$ cat config.mk
export PLATFORM = sky130hd
export DESIGN_NAME = stream_feeder
export DESIGN_NICKNAME = d
export VERILOG_FILES = /design/src/rtl/feeder_pkg.sv /design/src/rtl/lfsr32.sv /design/src/rtl/stream_feeder.sv
export SDC_FILE = /design/constraint.sdc
export NUM_CORES = 1
export LEC_CHECK = 0
export CORE_UTILIZATION = 47
export CTS_CLUSTER_DIAMETER = 150
export DETAILED_ROUTE_END_ITERATION = 8
export GPL_TIMING_DRIVEN = 0
export PLACE_DENSITY_LB_ADDON = 0.15
export SYNTH_ARGS = -nofsm -noshare
export SYNTH_HDL_FRONTEND = slang
export SYNTH_SLANG_ARGS = --single-unit
$ cat constraint.sdc
create_clock -name ap_clk -period 3.3 [get_ports ap_clk]
set_input_delay 0.66 -clock ap_clk [delete_from_list [all_inputs] [get_ports ap_clk]]
set_output_delay 0.66 -clock ap_clk [all_outputs]
set_load 0.01 [all_outputs]
$ cat src/rtl/feeder_pkg.sv
`default_nettype none
// ============================================================================
// Module   : feeder_pkg
// Brief    : Shared types and constants for the stream_feeder slice.
// Revision : 1.0 - initial release
// ============================================================================
package feeder_pkg;

    localparam int          c_cnt_w     = 16;
    localparam logic [31:0] c_lfsr_poly = 32'h80200003;

    typedef enum logic [1:0] {
        IDLE = 2'd0,
        RUN  = 2'd1,
        GAPW = 2'd2,
        DONE = 2'd3
    } state_t;

    // Right-shifting Galois step; the polynomial taps are folded in when bit 0 falls out.
    function automatic logic [31:0] lfsr_step(input logic [31:0] x);
        return (x >> 1) ^ (x[0] ? c_lfsr_poly : 32'h0);
    endfunction

endpackage
`default_nettype wire

$ cat src/rtl/lfsr32.sv
`default_nettype none
// ============================================================================
// Module   : lfsr32
// Brief    : 32-bit Galois LFSR register with synchronous load and step.
// Revision : 1.0 - initial release
// ============================================================================
module lfsr32
    import feeder_pkg::*;
(
    input  logic        clk,
    input  logic        rst,
    input  logic        i_load,
    input  logic        i_step,
    input  logic [31:0] i_seed,
    output logic [31:0] o_value
);

    logic [31:0] r_value;

    // Load wins over step so a frame restart always begins exactly at the seed.
    always_ff @(posedge clk) begin
        if (rst) begin
            r_value <= '0;
        end else if (i_load) begin
            r_value <= i_seed;
        end else if (i_step) begin
            r_value <= lfsr_step(r_value);
        end
    end

    assign o_value = r_value;

endmodule
`default_nettype wire

$ cat src/rtl/stream_feeder.sv
`default_nettype none
// ============================================================================
// Module   : stream_feeder
// Brief    : ap_fifo-style LFSR word source with optional inter-word gap.
//            Build option FEEDER_CHECKSUM_EN enables the running checksum.
// Revision : 1.0 - initial release
// ============================================================================
module stream_feeder
    import feeder_pkg::*;
#(
    parameter int          DATA_W    = 32,
    parameter int          NUM_WORDS = 1024,
    parameter logic [31:0] SEED      = 32'h00000001,
    parameter int          GAP       = 0
) (
    input  logic               ap_clk,
    input  logic               ap_rst,
    input  logic               start,
    input  logic               in_read,
    output logic [DATA_W-1:0]  in_dout,
    output logic               in_empty_n,
    output logic               done,
    output logic [c_cnt_w-1:0] word_cnt,
    output logic [31:0]        checksum
);

    localparam logic [c_cnt_w-1:0] c_last     = c_cnt_w'(NUM_WORDS);
    localparam int                 c_gap_m1   = (GAP > 0) ? GAP - 1 : 0;
    localparam logic [3:0]         c_gap_init = 4'(c_gap_m1);

    state_t             r_state, w_state_nxt;
    logic               r_empty_n, w_empty_n_nxt;
    logic               r_done, w_done_nxt;
    logic [c_cnt_w-1:0] r_word_cnt, w_word_cnt_nxt;
    logic [3:0]         r_gap_cnt, w_gap_cnt_nxt;
    logic [c_cnt_w-1:0] w_cnt_inc;
    logic               w_consume;
    logic               w_load;
    logic               w_step;

    assign w_consume = r_empty_n & in_read;
    assign w_cnt_inc = r_word_cnt + 1'b1;

    always_ff @(posedge ap_clk) begin
        if (ap_rst) begin
            r_state    <= IDLE;
            r_empty_n  <= 1'b0;
            r_done     <= 1'b0;
            r_word_cnt <= '0;
            r_gap_cnt  <= '0;
        end else begin
            r_state    <= w_state_nxt;
            r_empty_n  <= w_empty_n_nxt;
            r_done     <= w_done_nxt;
            r_word_cnt <= w_word_cnt_nxt;
            r_gap_cnt  <= w_gap_cnt_nxt;
        end
    end

    always_comb begin
        w_state_nxt    = r_state;
        w_empty_n_nxt  = r_empty_n;
        w_done_nxt     = r_done;
        w_word_cnt_nxt = r_word_cnt;
        w_gap_cnt_nxt  = r_gap_cnt;
        w_load         = 1'b0;
        w_step         = 1'b0;
        case (r_state)
            IDLE, DONE: begin
                if (start) begin
                    w_state_nxt    = RUN;
                    w_load         = 1'b1;
                    w_empty_n_nxt  = 1'b1;
                    w_done_nxt     = 1'b0;
                    w_word_cnt_nxt = '0;
                end
            end
            RUN: begin
                if (w_consume) begin
                    w_step         = 1'b1;
                    w_word_cnt_nxt = w_cnt_inc;
                    if (w_cnt_inc == c_last) begin
                        w_state_nxt   = DONE;
                        w_empty_n_nxt = 1'b0;
                        w_done_nxt    = 1'b1;
                    end else if (GAP != 0) begin
                        w_state_nxt   = GAPW;
                        w_empty_n_nxt = 1'b0;
                        w_gap_cnt_nxt = c_gap_init;
                    end
                end
            end
            GAPW: begin
                // Counter holds the number of further idle cycles still owed.
                if (r_gap_cnt == 4'd0) begin
                    w_state_nxt   = RUN;
                    w_empty_n_nxt = 1'b1;
                end else begin
                    w_gap_cnt_nxt = r_gap_cnt - 4'd1;
                end
            end
            default: begin
                w_state_nxt   = IDLE;
                w_empty_n_nxt = 1'b0;
            end
        endcase
    end

    lfsr32 u_lfsr (
        .clk     (ap_clk),
        .rst     (ap_rst),
        .i_load  (w_load),
        .i_step  (w_step),
        .i_seed  (SEED),
        .o_value (in_dout)
    );

`ifdef FEEDER_CHECKSUM_EN
    logic [31:0] r_checksum;

    // Accumulates the word being consumed, i.e. the value before the LFSR steps.
    always_ff @(posedge ap_clk) begin
        if (ap_rst || w_load) begin
            r_checksum <= '0;
        end else if (w_step) begin
            r_checksum <= r_checksum + 32'(in_dout);
        end
    end

    assign checksum = r_checksum;
`else
    assign checksum = '0;
`endif

    assign in_empty_n = r_empty_n;
    assign done       = r_done;
    assign word_cnt   = r_word_cnt;

endmodule
`default_nettype wire

==> reports/qor.yml <==
status: "finished clean"
ant_nets: 0
yosysMostFrequentCell: "nand2_1"
multiInputGateArea_sq_mm: 0.00152
grt_first_pass_wirelength_um: 10600
placed_cells: 540
synth_flop_cell: "dfxtp_1"
fin_util: 0.627
cp-start-kind: "register"
dieArea_sq_mm: 0.00652
firstDrtPassIters: 4
endpoint: "in_empty_n$_SDFFE_PP0P_"
synth-async-reset-ratio: 0
ys_warn_count: 0
cts.htree.levels: 2
final.period_utilization: 0.871
pwr-share-seq: 0.566
grt_max_degree: 18
drive_gt1_frac: 0.108
synth_area_sq_mm: 0.00291
p_comb_frac: 0.122
fmax_ghz: 0.348
worst_clock_skew_ns: 0.00794
nets: 482
hold_path_class: "reg -> reg"
p_int_w: 0.000888
hold_path.startpoint: "done$_SDFFE_PP0P_"
worst-setup-path-type: "reg -> reg"
p_leak_nw: 1.35
rr_worst_depth: 8
overflow: 0
maxSlewHeadroom: 0.476
stdcell_area_sq_mm: 0.00373
num_vias: 2759
track_usage: 0.213
grt_setup_unrepaired: "false"
power_switching_w: 0.000332
drtIter0Drc: 172
routed_wl_um: 6930
cts.repair.resized: 0
peakVddDrop_mv: 0.219
crit_arrival_ns: 3.09
grt_antenna_before_repair: 0
io_buffers: 52
seq_area_sq_mm: 0.00112
dpl-instance-area_sq_mm: 0.00364
fin_cells: 548
gp_congestion: 0.893
required_ns: 3.51
wire_per_inst_um: 12.6
ys_top_cells_by_area: "dfxtp_1 (38%), nand2_1 (11%), buf_4 (8.2%)"
die_x_um: 80.7
ioPinCount: 86
clock-sinks: 56
min_period_ns: 2.87
r2r-start: "word_cnt[0]$_SDFFE_PP0P_"
dieHeight_um: 80.7
power.density_mw_per_mm2: 327
start_util: 0.489
cap_violations: 0
power_switching_share: 0.272
worstMarginPinSlew_ns: 0.781
maxSlewViolCount: 0
grt_pass1_vias: 2178
path_max_fanout: 10
fin_tns_setup_ns: 0
root_buffer: "clkbuf_8"
synth_common_cells: "nand2_1 (83), dfxtp_1 (56), a21oi_1 (43)"
ys_seq_elements: 56
yosysTopAreaCell: "dfxtp_1"
pwr-share-clk: 0.312
hpwl_um: 5100
fp-row-count: 28
route.detailed.drc: 0
areaGrowthSynthToFinish_pct: 28.1
hold_buffers: 0
cts_tree: "yes"
reg2reg_to: "in_empty_n$_SDFFE_PP0P_"
antennaDiodeCount: 0
setup_viol: 0
synth_top_area_share: 0.385
viasPerCell: 5.03
end_kind: "register"
fillers: 566
syn_avg_cell_area_sq_um: 7.63
post_cts_buffers: 0
core_sq_mm: 0.00596
synth.distinct_cells: 51
syn_inst: 382
clock_path_buffers: 2
clk_latency_ns: 0.32
synth_edf_count: 0
hold_viol_final: 0
path_clk_slew_ns: 0.10
critPathLaunch: "word_cnt[0]$_SDFFE_PP0P_"
numCtsBuffers: 5
worst-r2r-setup-slack_ns: 0.43
ys_seq_area_frac: 0.385
## cell type report
type                            instances  area share
Timing Repair Buffer                   52       0.139
Clock inverter                          2     0.00436
Clock buffer                            6      0.0194
Buffer                                 59      0.0969
Tap cell                               75      0.0251
Sequential cell                        56       0.300
Inverter                                7     0.00704
Multi-Input combinational cell        291       0.407
## critical path, stage by stage, from the launching register on
cell,delay (ns)
dfxtp_1,0.55
ha_1,0.20
clkbuf_1,0.31
and3_1,0.34
o2111ai_1,0.15
a221oi_1,0.29
nand4_1,0.18
or4_4,0.57
o21a_1,0.19
## routing by layer
layer,vias to the layer above,global-route usage,wire length [um]
li1,1419,-,-
met1,1243,0.297,3220
met2,91,0.330,3150
met3,6,0.0489,511
met4,0,0.0536,51
met5,-,0,0
## worst min path at each step
stage	end	slack, ns	depth (start not counted)
global route	done$_SDFFE_PP0P_	0.49	2
finish	done$_SDFFE_PP0P_	0.46	2
floorplan	done$_SDFFE_PP0P_	0.47	2
global placement	done$_SDFFE_PP0P_	0.44	2
CTS	done$_SDFFE_PP0P_	0.46	2
detailed placement	done$_SDFFE_PP0P_	0.45	2
## state kept, by name (all words and copies together), names as in the netlist
| register | count |
|---|---|
| done | 1 |
| in_empty_n | 1 |
| r_gap_cnt | 4 |
| r_state | 2 |
| u_lfsr.o_value | 32 |
| word_cnt | 16 |
## cell usage in the layout (no fill, tap or decap), types with 4 or more instances in the layout
master,n
nand2_1,83
dfxtp_1,56
clkdlybuf4s50_1,52
a21oi_1,43
buf_4,32
conb_1,32
nor2_1,30
clkbuf_1,20
nand3_1,9
nor3_1,9
o21ai_0,9
inv_1,7
nand4_1,7
xnor2_1,6
ha_1,6
a22oi_1,5
clkbuf_8,5
a211oi_1,4
a211o_1,4
buf_2,4
## power by group through the flow
stage / Sequential, W / Clock (W) / Combinational, W
final: 0.000690 / 0.000381 / 0.000148
after global routing: 0.000692 / 0.000417 / 0.000166
after CTS: 0.000690 / 0.000388 / 0.000147
after detailed placement: 0.000706 / 0 / 0.000147
after global placement: 0.000706 / 0 / 0.000146
after floorplan: 0.000706 / 0 / 0.000108
## per-stage QoR
| stage | power (W) | setup slack (ns) | hold slack, ns |
|---|---|---|---|
| 5_1_grt | 0.00127 | 0.267 | 0.487 |
| 2_1_floorplan | 0.000814 | 0.814 | 0.470 |
| 4_1_cts | 0.00123 | 0.489 | 0.461 |
| 3_3_place_gp | 0.000852 | 0.465 | 0.443 |
| 6_report | 0.00122 | 0.427 | 0.458 |
| 3_5_place_dp | 0.000853 | 0.468 | 0.447 |
## cell families (layout without fill, tap and decap cells)
logic type,after synthesis,count (layout),share of synthesized area
mux,2,2,0.00730
xor+xnor,9,9,0.0271
compound gates,85,85,0.183
fa+ha+maj,6,6,0.0258
simple gates,157,157,0.238
other cells,1,32,0.00129
flops,56,56,0.385
buf+inv,66,126,0.133
(Power assumes the default switching activity.)
